==> src/rtl/gtech_fd_pipe.sv <==
`default_nettype none
// +----------------------------------------------------------------------------+
// | Module      : gtech_fd_pipe                                                |
// | Description : WIDTH-bit, DEPTH-stage pipeline register with per-stage      |
// |               valid, global advance enable G, async clear CD, sync clear   |
// |               SCD, Q/QN outputs, selectable tap and an incrementally       |
// |               maintained occupancy count.                                  |
// |               Optional scan chain enabled by macro GTECH_FD_PIPE_SCAN_EN   |
// |               (adds TE/TI/TO).                                             |
// | Revision    : 1.0 - initial release                                        |
// +----------------------------------------------------------------------------+
module gtech_fd_pipe #(
  parameter int              WIDTH     = 8,
  parameter int              DEPTH     = 4,
  parameter logic [WIDTH-1:0] RESET_VAL = '0
) (
  input  logic                                          CP,
  input  logic                                          CD,
  input  logic                                          SCD,
  input  logic                                          G,
  input  logic [WIDTH-1:0]                              D,
  input  logic                                          DV,
  input  logic [((DEPTH > 1) ? $clog2(DEPTH) : 1)-1:0]  SEL,
`ifdef GTECH_FD_PIPE_SCAN_EN
  input  logic                                          TE,
  input  logic                                          TI,
  output logic                                          TO,
`endif
  output logic [WIDTH-1:0]                              Q,
  output logic [WIDTH-1:0]                              QN,
  output logic                                          QV,
  output logic [WIDTH-1:0]                              TAP,
  output logic                                          TAPV,
  output logic [$clog2(DEPTH+1)-1:0]                    CNT
);

  localparam int CW = $clog2(DEPTH + 1);
  localparam int SW = (DEPTH > 1) ? $clog2(DEPTH) : 1;
  localparam logic [DEPTH-1:0][WIDTH-1:0] c_clr = {DEPTH{RESET_VAL}};

  logic [DEPTH-1:0][WIDTH-1:0] r_stage;
  logic [DEPTH-1:0][WIDTH-1:0] w_shift;
  logic [DEPTH-1:0][WIDTH-1:0] w_stage_norm;
  logic [DEPTH-1:0][WIDTH-1:0] w_stage_nxt;
  logic [DEPTH-1:0]            r_valid;
  logic [DEPTH-1:0]            w_vshift;
  logic [DEPTH-1:0]            w_valid_norm;
  logic [DEPTH-1:0]            w_valid_nxt;
  logic [CW-1:0]               r_cnt;
  logic [CW-1:0]               w_cnt_adv;
  logic [CW-1:0]               w_cnt_norm;
  logic [CW-1:0]               w_cnt_nxt;
  logic                        w_inc;
  logic                        w_dec;

  // Shifted view of the pipe: D/DV enter stage 0, the last stage drops out.
  generate
    if (DEPTH > 1) begin : g_multi
      assign w_shift  = {r_stage[DEPTH-2:0], D};
      assign w_vshift = {r_valid[DEPTH-2:0], DV};
    end else begin : g_single
      assign w_shift  = D;
      assign w_vshift = DV;
    end
  endgenerate

  // Occupancy changes only when a valid beat enters without one leaving, or vice versa.
  assign w_inc = DV & ~r_valid[DEPTH-1];
  assign w_dec = ~DV & r_valid[DEPTH-1];
  assign w_cnt_adv = w_inc ? (r_cnt + CW'(1)) : (w_dec ? (r_cnt - CW'(1)) : r_cnt);

  // Functional next state; ternaries (not if/else) so an X on SCD or G
  // propagates into the stages in simulation instead of being masked.
  always_comb begin
    w_stage_norm = (!SCD) ? c_clr : (G ? w_shift   : r_stage);
    w_valid_norm = (!SCD) ? '0    : (G ? w_vshift  : r_valid);
    w_cnt_norm   = (!SCD) ? '0    : (G ? w_cnt_adv : r_cnt);
  end

`ifdef GTECH_FD_PIPE_SCAN_EN
  localparam int NB = WIDTH * DEPTH;

  logic [NB-1:0]               w_flat;
  logic [NB-1:0]               w_scan_flat;
  logic [DEPTH-1:0][WIDTH-1:0] w_scan;

  // Chain order is stage0 bit0 first, so a left shift of the flattened pipe is one scan step.
  assign w_flat = r_stage;
  generate
    if (NB > 1) begin : g_scan_multi
      assign w_scan_flat = {w_flat[NB-2:0], TI};
    end else begin : g_scan_single
      assign w_scan_flat = TI;
    end
  endgenerate
  assign w_scan = w_scan_flat;
  assign TO     = w_flat[NB-1];

  // Scan overrides everything except CD; valids and count hold during scan.
  always_comb begin
    w_stage_nxt = TE ? w_scan  : w_stage_norm;
    w_valid_nxt = TE ? r_valid : w_valid_norm;
    w_cnt_nxt   = TE ? r_cnt   : w_cnt_norm;
  end
`else
  // Without scan the functional next state is used directly.
  always_comb begin
    w_stage_nxt = w_stage_norm;
    w_valid_nxt = w_valid_norm;
    w_cnt_nxt   = w_cnt_norm;
  end
`endif

  // State registers with asynchronous active-low clear.
  always_ff @(posedge CP or negedge CD) begin
    if (!CD) begin
      r_stage <= c_clr;
      r_valid <= '0;
      r_cnt   <= '0;
    end else begin
      r_stage <= w_stage_nxt;
      r_valid <= w_valid_nxt;
      r_cnt   <= w_cnt_nxt;
    end
  end

  assign Q   = r_stage[DEPTH-1];
  assign QN  = ~r_stage[DEPTH-1];
  assign QV  = r_valid[DEPTH-1];
  assign CNT = r_cnt;

  // Tap mux; out-of-range selects fall through to the clear value.
  always_comb begin
    TAP  = RESET_VAL;
    TAPV = 1'b0;
    for (int i = 0; i < DEPTH; i++) begin
      if (SEL == SW'(i)) begin
        TAP  = r_stage[i];
        TAPV = r_valid[i];
      end
    end
  end

endmodule
`default_nettype wire

==> config.mk <==
export PLATFORM = sky130hd
export DESIGN_NAME = gtech_fd_pipe
export DESIGN_NICKNAME = d
export VERILOG_FILES = /design/src/rtl/gtech_fd_pipe.sv
export SDC_FILE = /design/constraint.sdc
export NUM_CORES = 1
export LEC_CHECK = 0
export CORE_UTILIZATION = 50
export CTS_CLUSTER_DIAMETER = 150
export CTS_CLUSTER_SIZE = 14
export DETAILED_ROUTE_END_ITERATION = 10
export GPL_ROUTABILITY_DRIVEN = 0
export PLACE_DENSITY = 0.79
export SYNTH_ARGS = -nofsm -noshare
export SYNTH_HDL_FRONTEND = slang
export SYNTH_SLANG_ARGS = --single-unit
==> constraint.sdc <==
create_clock -name CP -period 2.2 [get_ports CP]
set_clock_uncertainty 0.2 [all_clocks]
set_input_delay 0.66 -clock CP [delete_from_list [all_inputs] [get_ports CP]]
set_output_delay 0.66 -clock CP [all_outputs]
set_load 0.01 [all_outputs]
# After elaboration in Yosys (flattened, before gate mapping)
# Index checks and enable logic that the tools add are counted.
[classes] add_sub_neg=2 multipliers=0 div=0 magnitude_cmp=0 n_eq_ne=5 n_shift=0 muxes=16 bitwise=5 n_reduce_logical=2
[op_table] cell="$mux W32" count=2
[op_table] cell="$mux W8" count=4
[op_table] cell="$mux W3" count=4
[op_table] cell="$mux W4" count=2
[op_table] cell="$not A8 Y8" count=1
[op_table] cell="$eq A2 B2 Y1 const B" count=2
[op_table] cell="$mux W1" count=4
[op_table] cell="$add A3 B1 Y3 const B" count=1
[op_table] cell="$ne A3 B1 Y1 const B" count=1
[op_table] cell="$sub A3 B1 Y3 const B" count=1
[op_table] cell="$and A1 B1 Y1" count=2
[op_table] cell="$eq A2 B1 Y1 const B" count=1
[op_table] cell="$logic_not A2 Y1" count=1
[op_table] cell="$ne A2 B2 Y1 const B" count=1
[op_table] cell="$not A1 Y1" count=2
[op_table] cell="$reduce_and A2 Y1" count=1
[word_totals] register_bits=39 latchBits=0 ramBits=0 mem_bits_ro=0 inputBits=15 out_inout_bits=29 mem_count=0

# Longest topological paths before layout
# Gate-level depths: netlist of the first run.
[depth] word_depth=6 depth_mapped=5 ltp_nobuf=5

# Worst setup path before layout of the first run
# OpenSTA, ideal clock, no wires.
[synth_timing] path_type="input-to-output" from="input SEL[1] (netlist bit)" to="output TAPV" t_arrival_ns=1.399 t_required_ns=1.340 path_slack_ns=-0.059 cell_stages=2 n_path_buf=1 cell_sequence="buf_2 mux4_2"
[synth_via] elab_chain_len=5 word_cells_on_any_way=8
[synth_rtl] item="start: declaration" line_no="23" text="input logic [((DEPTH > 1) ? $clog2(DEPTH) : 1)-1:0] SEL,"
[synth_rtl] item="$logic_not A2 Y1" line_no="137" text="if (SEL == SW'(i)) begin"
[synth_rtl] item="$mux W1 (3 in series)" line_no="137"
[synth_rtl] item="$mux W1 (*)" line_no="137"
[synth_rtl] item="end: declaration" line_no="33" text="output logic TAPV,"
# Mark *: on every way between the ends. The rest lies on a longest branch, timed or not.

# Final worst setup path of the first run
[layout_timing] from="input SEL[0] (netlist bit)" to="output TAP[3]"
[layout_via] elab_chain_len=5 word_cells_on_any_way=8
[layout_rtl] item="$logic_not A2 Y1" line_no="137"
[layout_rtl] item="$mux W8 (3 in series)" line_no="137"
[layout_rtl] item="$mux W8 (*)" line_no="137"
[layout_rtl] item="end: declaration" line_no="32" text="output logic [WIDTH-1:0] TAP,"
# Marked as above.

==> impl_metrics.csv, run 1 <==
group,metric,value,unit
place,port_buffers,43,
synth,ys_types,16,
synth,synthMuxAreaShare,28.8,%
grt,grt_pass1_wl,7270,um
detailed_routing,drt_iter0_markers,37,
finish,drive_above_1_share,28.5,%
place,pre_cts_slack,-0.990,ns
sta,slew_headroom,70.9,%
cts,clock_latency,0.29,ns
synth,yosys_warnings,0,
finish,finalNonFillerCells,276,
cts,cts_made_buffers,5,
synth,synth_compound_area_share,1.03,%
worst_hold_path,hold_class,"in -> async",
cts,clk_pin_slew,0.07,ns
grt,grt_max_degree,43,
synth,synthAdderAreaFrac,0.974,%
detailed_routing,wire_per_inst,15.6,um
flow_run,cap_violations,0,
synth,yosys-top-cells-area,"dfrtp_1 (47%), mux2i_1 (19%), nor2b_1 (12%)",
synth,synth_top_family_by_area,"multiplexers",
grt,grt_usage,23.2,%
grt,grt_pass1_vias,1530,
sta,hold_viol,0,
sta,max_freq,421,MHz
synth,synth_area,2060,um^2
synth,yosys.area_share.xor_xnor,0,%
synth,synth_seq_cells,39,
grt,antenna_found_initial,0,
status,status,"complete, but fails checks",
worst_setup_path,setup.worst_path.class,"in -> out",
floorplan,die_area,4370,um^2
cts,numClockSinks,39,
detailed_routing,remaining_drc_errors,0,
cts,clock-root-buffer,"clkbuf_8",
worst_setup_path,worstPathRequired,1.34,ns
detailed_routing,top_layer,"met4",
finish,insertedDiodeCount,0,
detailed_routing,post_drt_via_cell_ratio,5.10,
status,violations,"negative setup slack",
floorplan,core_area,3800,um^2
detailed_routing,wirelength_met1,1850,um
worst_setup_path,critPathArrivalTime,1.52,ns
sta,maxSlewViolCount,0,
synth,synth-edff-count,0,
detailed_routing,wl_met2,2260,um
detailed_routing,drt_first_pass_iters,4,
sta,worst_hold_slack,0.104,ns
detailed_routing,drtAntennaViolNets,0,
cts,htreeDepth,2,
synth,synth_top_area_share,47.5,%
floorplan,initial_utilization,54.1,%
sta,setup_violations,9,
sta,period_needed,2.38,ns
synth,async_flop_share,100,%
synth,yosysTopAreaCell,"dfrtp_1",
pwr,p_per_area,517,nW/um^2
place,placedCellCount,266,
detailed_routing,wirelength,4310,um
worst_setup_path,r2r_cells,6,
worst_setup_path,crit_path_max_fanout,5,
synth,syn_nets,179,
synth,ys.flop_type,"dfrtp_1",
cts,cts_tree,"built",
pwr,power_leakage,1.36,nW
sta,rsz0062_at_grt,"true",
floorplan,rows,22,
synth,ys_seq_area_share,47.5,%
sta,setup_ws,-0.176,ns
finish,syn_to_final_growth,36.5,%
detailed_routing,via_count,1407,
place,dp_hpwl,2960,um
synth,synth-simple-area-share,13.4,%
synth,postSynthCellCount,163,
synth,syn_avg_cell_area,12.6,um^2
grt,overflow,0,
synth,synthTopCellsByCount,"dfrtp_1 (39), mux2i_1 (39), nor2b_1 (38)",
cts,cts.path.max_buffers,2,
sta,worst_pin_slew,0.437,ns
sta,post-route-period-util,108,%
finish,nets,243,
floorplan,dieHeight,66.1,um
worst_setup_path,crit_path_start_kind,"input pin",
worst_setup_path,end_kind,"primary output",
cts,hold_buffers,0,
floorplan,dieWidth,66.1,um
floorplan,ios,44,
detailed_routing,met3_length,165,um
pwr,ir_drop,0.000443,V
==> worst max-delay path, stage by stage <==
cell and delay (ns):
buf_8 0.09, buf_12 0.12, mux4_2 0.49, buf_2 0.15
==> cell usage in the layout, fill, tap and decap left out <==
cell	instances
nor4bb_4	1
buf_2	6
buf_16	1
clkdlybuf4s50_1	19
clkinv_2	1
a31oi_2	1
mux4_2	9
nand2b_1	2
buf_4	27
mux2i_1	39
dlygate4sd2_1	8
buf_8	2
dfrtp_1	39
buf_12	3
dlymetal6s2s_1	3
nor2b_4	1
clkbuf_8	5
o21ai_2	1
fa_2	1
nand2_1	4
nor2b_1	37
inv_1	10
clkbuf_1	2
buf_6	6
==> registers in the layout, summed over array words and instances (netlist names) <==
register,cells
r_stage,24
Q,8
r_valid,4
CNT,3
==> what timing repair did <==
action | 4_1_cts | 5_1_grt
cloned | 1 | 0
pin swaps | 1 | 2
setup endpoints to repair | 18 | 13
gates resized for setup | 64 | 9
buffers inserted | 0 | 1
==> cell families after synthesis <==
group | after synthesis
AND/OR/NAND/NOR | 45
buffers and inverters | 28
adder cells (fa/ha/maj) | 1
flip-flops | 39
AO/OA/AOI/OAI | 2
multiplexers | 48
==> report_power, final <==
part / total [mW] / leakage, nW / internal (mW) / switching [mW]
clock network: 0.455 / 0.0422 / 0.222 / 0.233
logic: 0.241 / 0.785 / 0.139 / 0.102
registers: 0.754 / 0.535 / 0.739 / 0.0155
total: 1.45 / 1.36 / 1.10 / 0.351
==> layout make-up <==
cell class	instances	area, um^2
fill	277	993
timing repair buffer	75	716
multi-input combinational	96	935
inverter	10	37.5
clock inverter	1	5.00
clock buffer	7	76.3
tap	48	60.1
sequential	39	976
==> path summary, 6_finish.rpt <==
kind	slack, ns	from	endpoint
min in group CP	0.36	CNT[1]	CNT[1]
max reg2reg	0.49	r_valid[3]	CNT[2]
max	-0.18	SEL[0]	TAP[3]
max in group asynchronous	1.07	CD	r_stage[23]
min	0.10	CD	CNT[2]
min reg2reg	0.36	CNT[1]	CNT[1]
==> per-stage QoR <==
step | util, % | TNS, ns | instance area [um^2] | power [mW]
global route | 73.8 | -1.48 | 2810 | 1.52
floorplan | - | 0 | 2070 | 0.888
detailed placement | 70.2 | -9.22 | 2670 | 0.998
finish | 73.8 | -1.28 | 2810 | 1.45
CTS | 72.6 | -1.30 | 2760 | 1.46
global placement | 70.2 | -9.04 | 2670 | 0.988
==> routing by layer <==
metal,track usage [%],up-vias
li1,-,667
met1,28.9,703
met2,40.3,32
met3,4.66,5
met4,7.18,0
met5,0,-
Power figures use the tool's default switching activity.
==> run 2: changes to the inputs <==
Settings changed: TNS_END_PERCENT from default to 5.
==> run 2 against run 1 <==
The run still ends with negative setup slack left. Critical path depth stayed put. First-iteration DRC count increased by 43%. Clock power up 54%. Non-clock buffer count down 1. Total power up 17%. Register-to-register slack lost 0.06 ns. Flip-flop and latch count unchanged. Count of clock-buffer cells in the layout is 1 lower. Setup slack worse by 0.0068 ns. Sequential power barely moved. Via count down 1.7%. Final cell count is 0.36% lower. Largest power group unchanged.
==> impl_metrics.csv, run 2 (synthesis results as in run 1) <==
group,metric,value,unit
status,status,"complete, but fails checks",
status,violations,"negative setup slack",
detailed_routing,drt_first_pass_iters,4,
worst_setup_path,end_kind,"primary output",
pwr,power,1.69,mW
place,dp_hpwl,2880,um
worst_setup_path,cp_slowest_stage_delay,0.51,ns
finish,insertedDiodeCount,0,
flow_run,cap_violations,0,
sta,hold_viol,0,
sta,setup_violations,9,
sta,max_freq,420,MHz
finish,ff_latch_area,976,um^2
cts,cts.path.max_buffers,2,
pwr,p_per_area,594,nW/um^2
place,port_buffers,43,
grt,overflow,0,
pwr,p_switching,0.364,mW
finish,final_cell_mix,"dfrtp_1 (39), mux2i_1 (39), nor2b_1 (37), buf_4 (28), clkdlybuf4s50_1 (18)",
worst_setup_path,crit_path_start_kind,"input pin",
detailed_routing,drt_iter0_markers,53,
worst_setup_path,crit_path_max_fanout,5,
sta,slew_headroom,70.1,%
sta,fin_tns_setup,-1.25,ns
pwr,power_leakage,1.40,nW
floorplan,dieHeight,66.1,um
sta,maxSlewViolCount,0,
sta,rsz0062_at_grt,"true",
worst_setup_path,critPathArrivalTime,1.52,ns
worst_setup_path,r2r_cells,6,
floorplan,die_area,4370,um^2
worst_setup_path,crit_buf_inv,3,
worst_setup_path,rrSetupSlack,0.43,ns
pwr,power_frac_clock,41.4,%
floorplan,dieWidth,66.1,um
sta,setup_ws,-0.183,ns
worst_setup_path,worstPathCellList,"buf_12 > buf_12 > mux4_2 > buf_6",
floorplan,initial_utilization,54.1,%
worst_setup_path,critPathTopFamily,"multiplexers",
sta,worst_pin_slew,0.449,ns
cts,clock_latency,0.29,ns
finish,regMostFlops,"r_stage",
cts,htreeDepth,2,
cts,cts_tree,"built",
floorplan,rows,22,
cts,cts_made_buffers,5,
finish,nets,242,
pwr,p_seq_share,44.5,%
worst_setup_path,crit_cells,4,
cts,clock-root-buffer,"clkbuf_8",
grt,antenna_found_initial,0,
detailed_routing,drtAntennaViolNets,0,
finish,multi_input_area,930,um^2
finish,n_fill_cell,246,
detailed_routing,wirelength,4110,um
grt,grt_usage,21.5,%
grt,grt_max_degree,43,
pwr,p_comb_share,14.1,%
worst_setup_path,cpMaxStageDelayCell,"mux4_2",
pwr,swShare,21.5,%
pwr,p_int,1.33,mW
finish,largest_reg_flops,24,
worst_setup_path,worstPathRequired,1.34,ns
finish,drive_above_1_share,28.6,%
finish,finish.utilization,75.1,%
sta,post-route-period-util,108,%
grt,grt_pass1_wl,6930,um
floorplan,core_area,3800,um^2
floorplan,ios,44,
finish,syn_to_final_growth,38.8,%
sta,period_needed,2.38,ns
worst_hold_path,hold_class,"in -> async",
detailed_routing,post_drt_via_cell_ratio,5.03,
pwr,ir_drop,0.000391,V
detailed_routing,wire_per_inst,14.9,um
grt,grt_pass1_vias,1488,
cts,clk_pin_slew,0.08,ns
worst_setup_path,cp_common_cell,"buf_12",
detailed_routing,remaining_drc_errors,0,
detailed_routing,via_count,1383,
worst_setup_path,setup.worst_path.class,"in -> out",
cts,numClockSinks,39,
==> run 2: cell types whose count changed in the layout (fill, tap and decap cells not counted), sizes merged <==
cell / delta
bufinv: +2
buf: -1
clkdlybuf4s50: -1
dlymetal6s2s: +1
clkinv: -1
clkbuf: -1
==> run 2: path summary, 6_finish.rpt <==
kind | from | to
setup / recovery | SEL[0] | TAP[2]
hold / removal | CD | CNT[2]
setup reg to reg | r_valid[3] | CNT[2]
hold reg to reg | CNT[2] | CNT[2]
max in group asynchronous | CD | r_stage[1]
min in group CP | CNT[2] | CNT[2]
==> run 2: area by class of cell <==
| cell class | instances | share of cell area [%] |
|---|---|---|
| Clock inverter | 2 | 2.10 |
| Timing Repair Buffer | 74 | 25.2 |
| Multi-Input combinational cell | 96 | 32.6 |
| Inverter | 10 | 1.32 |
| Tap cell | 48 | 2.10 |
| Sequential cell | 39 | 34.2 |
| Clock buffer | 6 | 2.54 |
==> run 2: per-stage QoR <==
step	area, um^2	hold WS (ns)	instances	worst slack [ns]
after floorplan	2060	0.164	163	-0.000663
after global placement	2650	0.334	266	-0.981
after detailed placement	2650	0.354	266	-0.988
after CTS	2800	0.118	275	-0.198
after global routing	2850	0.132	275	-0.202
final	2850	0.107	275	-0.183
==> run 2: power by group through the flow <==
stage | logic [mW] | clock network (mW) | registers (mW)
after global placement | 0.220 | 0 | 0.766
after global routing | 0.260 | 0.745 | 0.757
final | 0.239 | 0.701 | 0.754
after CTS | 0.234 | 0.714 | 0.753
after detailed placement | 0.227 | 0 | 0.768
after floorplan | 0.120 | 0 | 0.767
==> run 2: per-layer routing <==
layer  up-vias  part of all wire, %  track usage [%]
li1        662                    -                -
met1       688                   44             26.5
met2        28                   51             38.3
met3         5                  3.8             4.31
met4         0                 0.92             5.59
met5         -                    0                0
==> run 2: repair_timing <==
action                                 CTS  global route
setup buffers                            0             0
endpoints found under the hold margin    0             0
pin swaps                                0             0
hold buffers                             0             0
setup endpoints to repair               18            15
resized for setup                       64            12
gates cloned                             1             0
==> run 3: changes to the inputs <==
Settings changed: CORE_UTILIZATION 50 to 46, PLACE_DENSITY 0.79 to 0.76.
Clock period 2.2 ns to 1.95 ns, I/O delays scaled along.
==> run 3 against run 2 <==
The run still ends with negative setup slack left. Combinational power is 13% higher. Final area is 0.53% lower. Global-route usage is 1.8 points lower. Setup slack worse by 0.023 ns. Sequential power is 13% higher. Via count is 2.4% higher. Register-to-register slack worse by 0.24 ns. Largest power group unchanged. Total power is 1.2% higher. Sequential share of layout area is 0.18 points higher. Critical endpoint unchanged. Wire length is 6.8% higher.
==> impl_metrics.csv, run 3 (synthesis results as in run 1) <==
group,metric,value,unit
status,status,"complete, but fails checks",
status,violations,"negative setup slack",
detailed_routing,drtAntennaViolNets,0,
pwr,p_per_area,604,nW/um^2
finish,nets,250,
finish,regMostFlops,"r_stage",
floorplan,core_area,4140,um^2
detailed_routing,drt_first_pass_iters,4,
sta,worst_hold_slack,0.141,ns
sta,setup_ws,-0.205,ns
sta,setup_violations,9,
sta,post-route-period-util,111,%
grt,grt_pass1_wl,6530,um
cts,htreeDepth,2,
sta,rsz0062_at_grt,"true",
sta,fin_tns_setup,-1.59,ns
cts,cts_post_setup_buffers_inserted,0,
grt,grt_max_degree,43,
floorplan,dieHeight,68.9,um
pwr,power_frac_clock,34.8,%
pwr,p_comb_share,15.7,%
cts,cts.path.max_buffers,2,
cts,cts_made_buffers,5,
pwr,p_switching,0.406,mW
worst_setup_path,crit_buf_inv,2,
detailed_routing,remaining_drc_errors,0,
detailed_routing,drt_iter0_markers,80,
grt,grt_usage,19.7,%
floorplan,initial_utilization,49.6,%
pwr,ir_drop,0.000415,V
floorplan,dieWidth,68.9,um
sta,period_needed,2.16,ns
finish,drive_above_1_share,31.1,%
worst_setup_path,setup.worst_path.class,"in -> out",
finish,finalNonFillerCells,285,
place,dp_hpwl,3050,um
cts,numClockSinks,39,
detailed_routing,via_count,1416,
grt,grt_pass1_vias,1411,
finish,largest_reg_flops,24,
detailed_routing,wirelength,4390,um
floorplan,ios,44,
sta,hold_viol,0,
sta,max_freq,464,MHz
worst_setup_path,crit_path_start_kind,"input pin",
grt,antenna_found_initial,0,
finish,final_cell_mix,"dfrtp_1 (39), mux2i_1 (39), nor2b_1 (37), buf_4 (37), dlygate4sd2_1 (16)",
floorplan,die_area,4740,um^2
place,port_buffers,43,
pwr,power_leakage,1.43,nW
flow_run,cap_violations,0,
grt,overflow,0,
finish,finish.utilization,68.5,%
pwr,swShare,23.7,%
worst_setup_path,worstPathCellList,"buf_12 > mux4_2 > buf_6",
finish,syn_to_final_growth,38.1,%
detailed_routing,wire_per_inst,15.4,um
pwr,p_int,1.31,mW
cts,clk_pin_slew,0.07,ns
finish,insertedDiodeCount,0,
sta,maxSlewViolCount,0,
pwr,power,1.71,mW
floorplan,rows,23,
sta,worst_pin_slew,0.493,ns
worst_setup_path,rrSetupSlack,0.19,ns
worst_setup_path,cp_slowest_stage_delay,0.53,ns
worst_hold_path,hold_class,"in -> async",
worst_setup_path,crit_path_max_fanout,8,
detailed_routing,post_drt_via_cell_ratio,4.97,
worst_setup_path,critPathTopFamily,"multiplexers",
place,placedCellCount,278,
pwr,p_seq_share,49.5,%
cts,clock_latency,0.29,ns
sta,slew_headroom,67.1,%
worst_setup_path,worstPathRequired,1.16,ns
worst_setup_path,critPathArrivalTime,1.37,ns
worst_setup_path,cpMaxStageDelayCell,"mux4_2",
cts,cts_tree,"built",
cts,clock-root-buffer,"clkbuf_8",
worst_setup_path,end_kind,"primary output",
==> run 3: cell types whose count changed in the layout (fill, tap and decap cells not counted), sizes merged <==
cell,change
clkbuf,+2
buf,+8
clkdlybuf4s50,-9
dlymetal6s2s,-3
bufinv,-2
dlygate4sd2,+8
clkdlybuf4s15,+4
==> run 3: path summary, 6_finish.rpt <==
| check | startpoint | to | cells after the start |
|---|---|---|---|
| setup reg to reg | r_valid[3] | CNT[2] | 6 |
| setup / recovery | SEL[0] | TAP[2] | 3 |
| max in group asynchronous | CD | r_stage[18] | 2 |
| hold reg to reg | CNT[0] | CNT[0] | 2 |
| hold / removal | CD | CNT[1] | 2 |
| min in group CP | CNT[0] | CNT[0] | 2 |
==> run 3: layer usage <==
| metal | global-route usage, % | share of wire [%] | vias up |
|---|---|---|---|
| met3 | 5.26 | 3.9 | 8 |
| li1 | - | - | 679 |
| met5 | 0 | 0 | - |
| met4 | 9.18 | 1.6 | 0 |
| met2 | 31.8 | 52 | 33 |
| met1 | 24.5 | 43 | 696 |
==> run 3: layout make-up <==
cell class	count	area, um^2
repair buffers	82	728
well taps	50	62.6
flip-flops and latches	39	976
clock buffers	8	100
fillers	319	1310
inverters	10	37.5
multi-input cells	96	935
==> run 3: metrics by stage <==
step                area (um^2)  setup WS [ns]
finish                     2840         -0.205
global route               2840         -0.215
CTS                        2790         -0.198
detailed placement         2740          -1.09
global placement           2740          -1.07
floorplan                  2080        -0.0543
==> run 3: power by group through the flow <==
stage | clock network (mW) | registers, mW | logic [mW]
after floorplan | 0 | 0.865 | 0.139
after global placement | 0 | 0.862 | 0.261
after detailed placement | 0 | 0.864 | 0.272
after CTS | 0.609 | 0.849 | 0.263
after global routing | 0.641 | 0.852 | 0.289
final | 0.597 | 0.849 | 0.269
==> run 3: what timing repair did <==
item	4_1_cts	5_1_grt
gates resized for setup	74	12
endpoints found under the setup margin	31	15
pin swaps	0	1
hold buffers	0	0
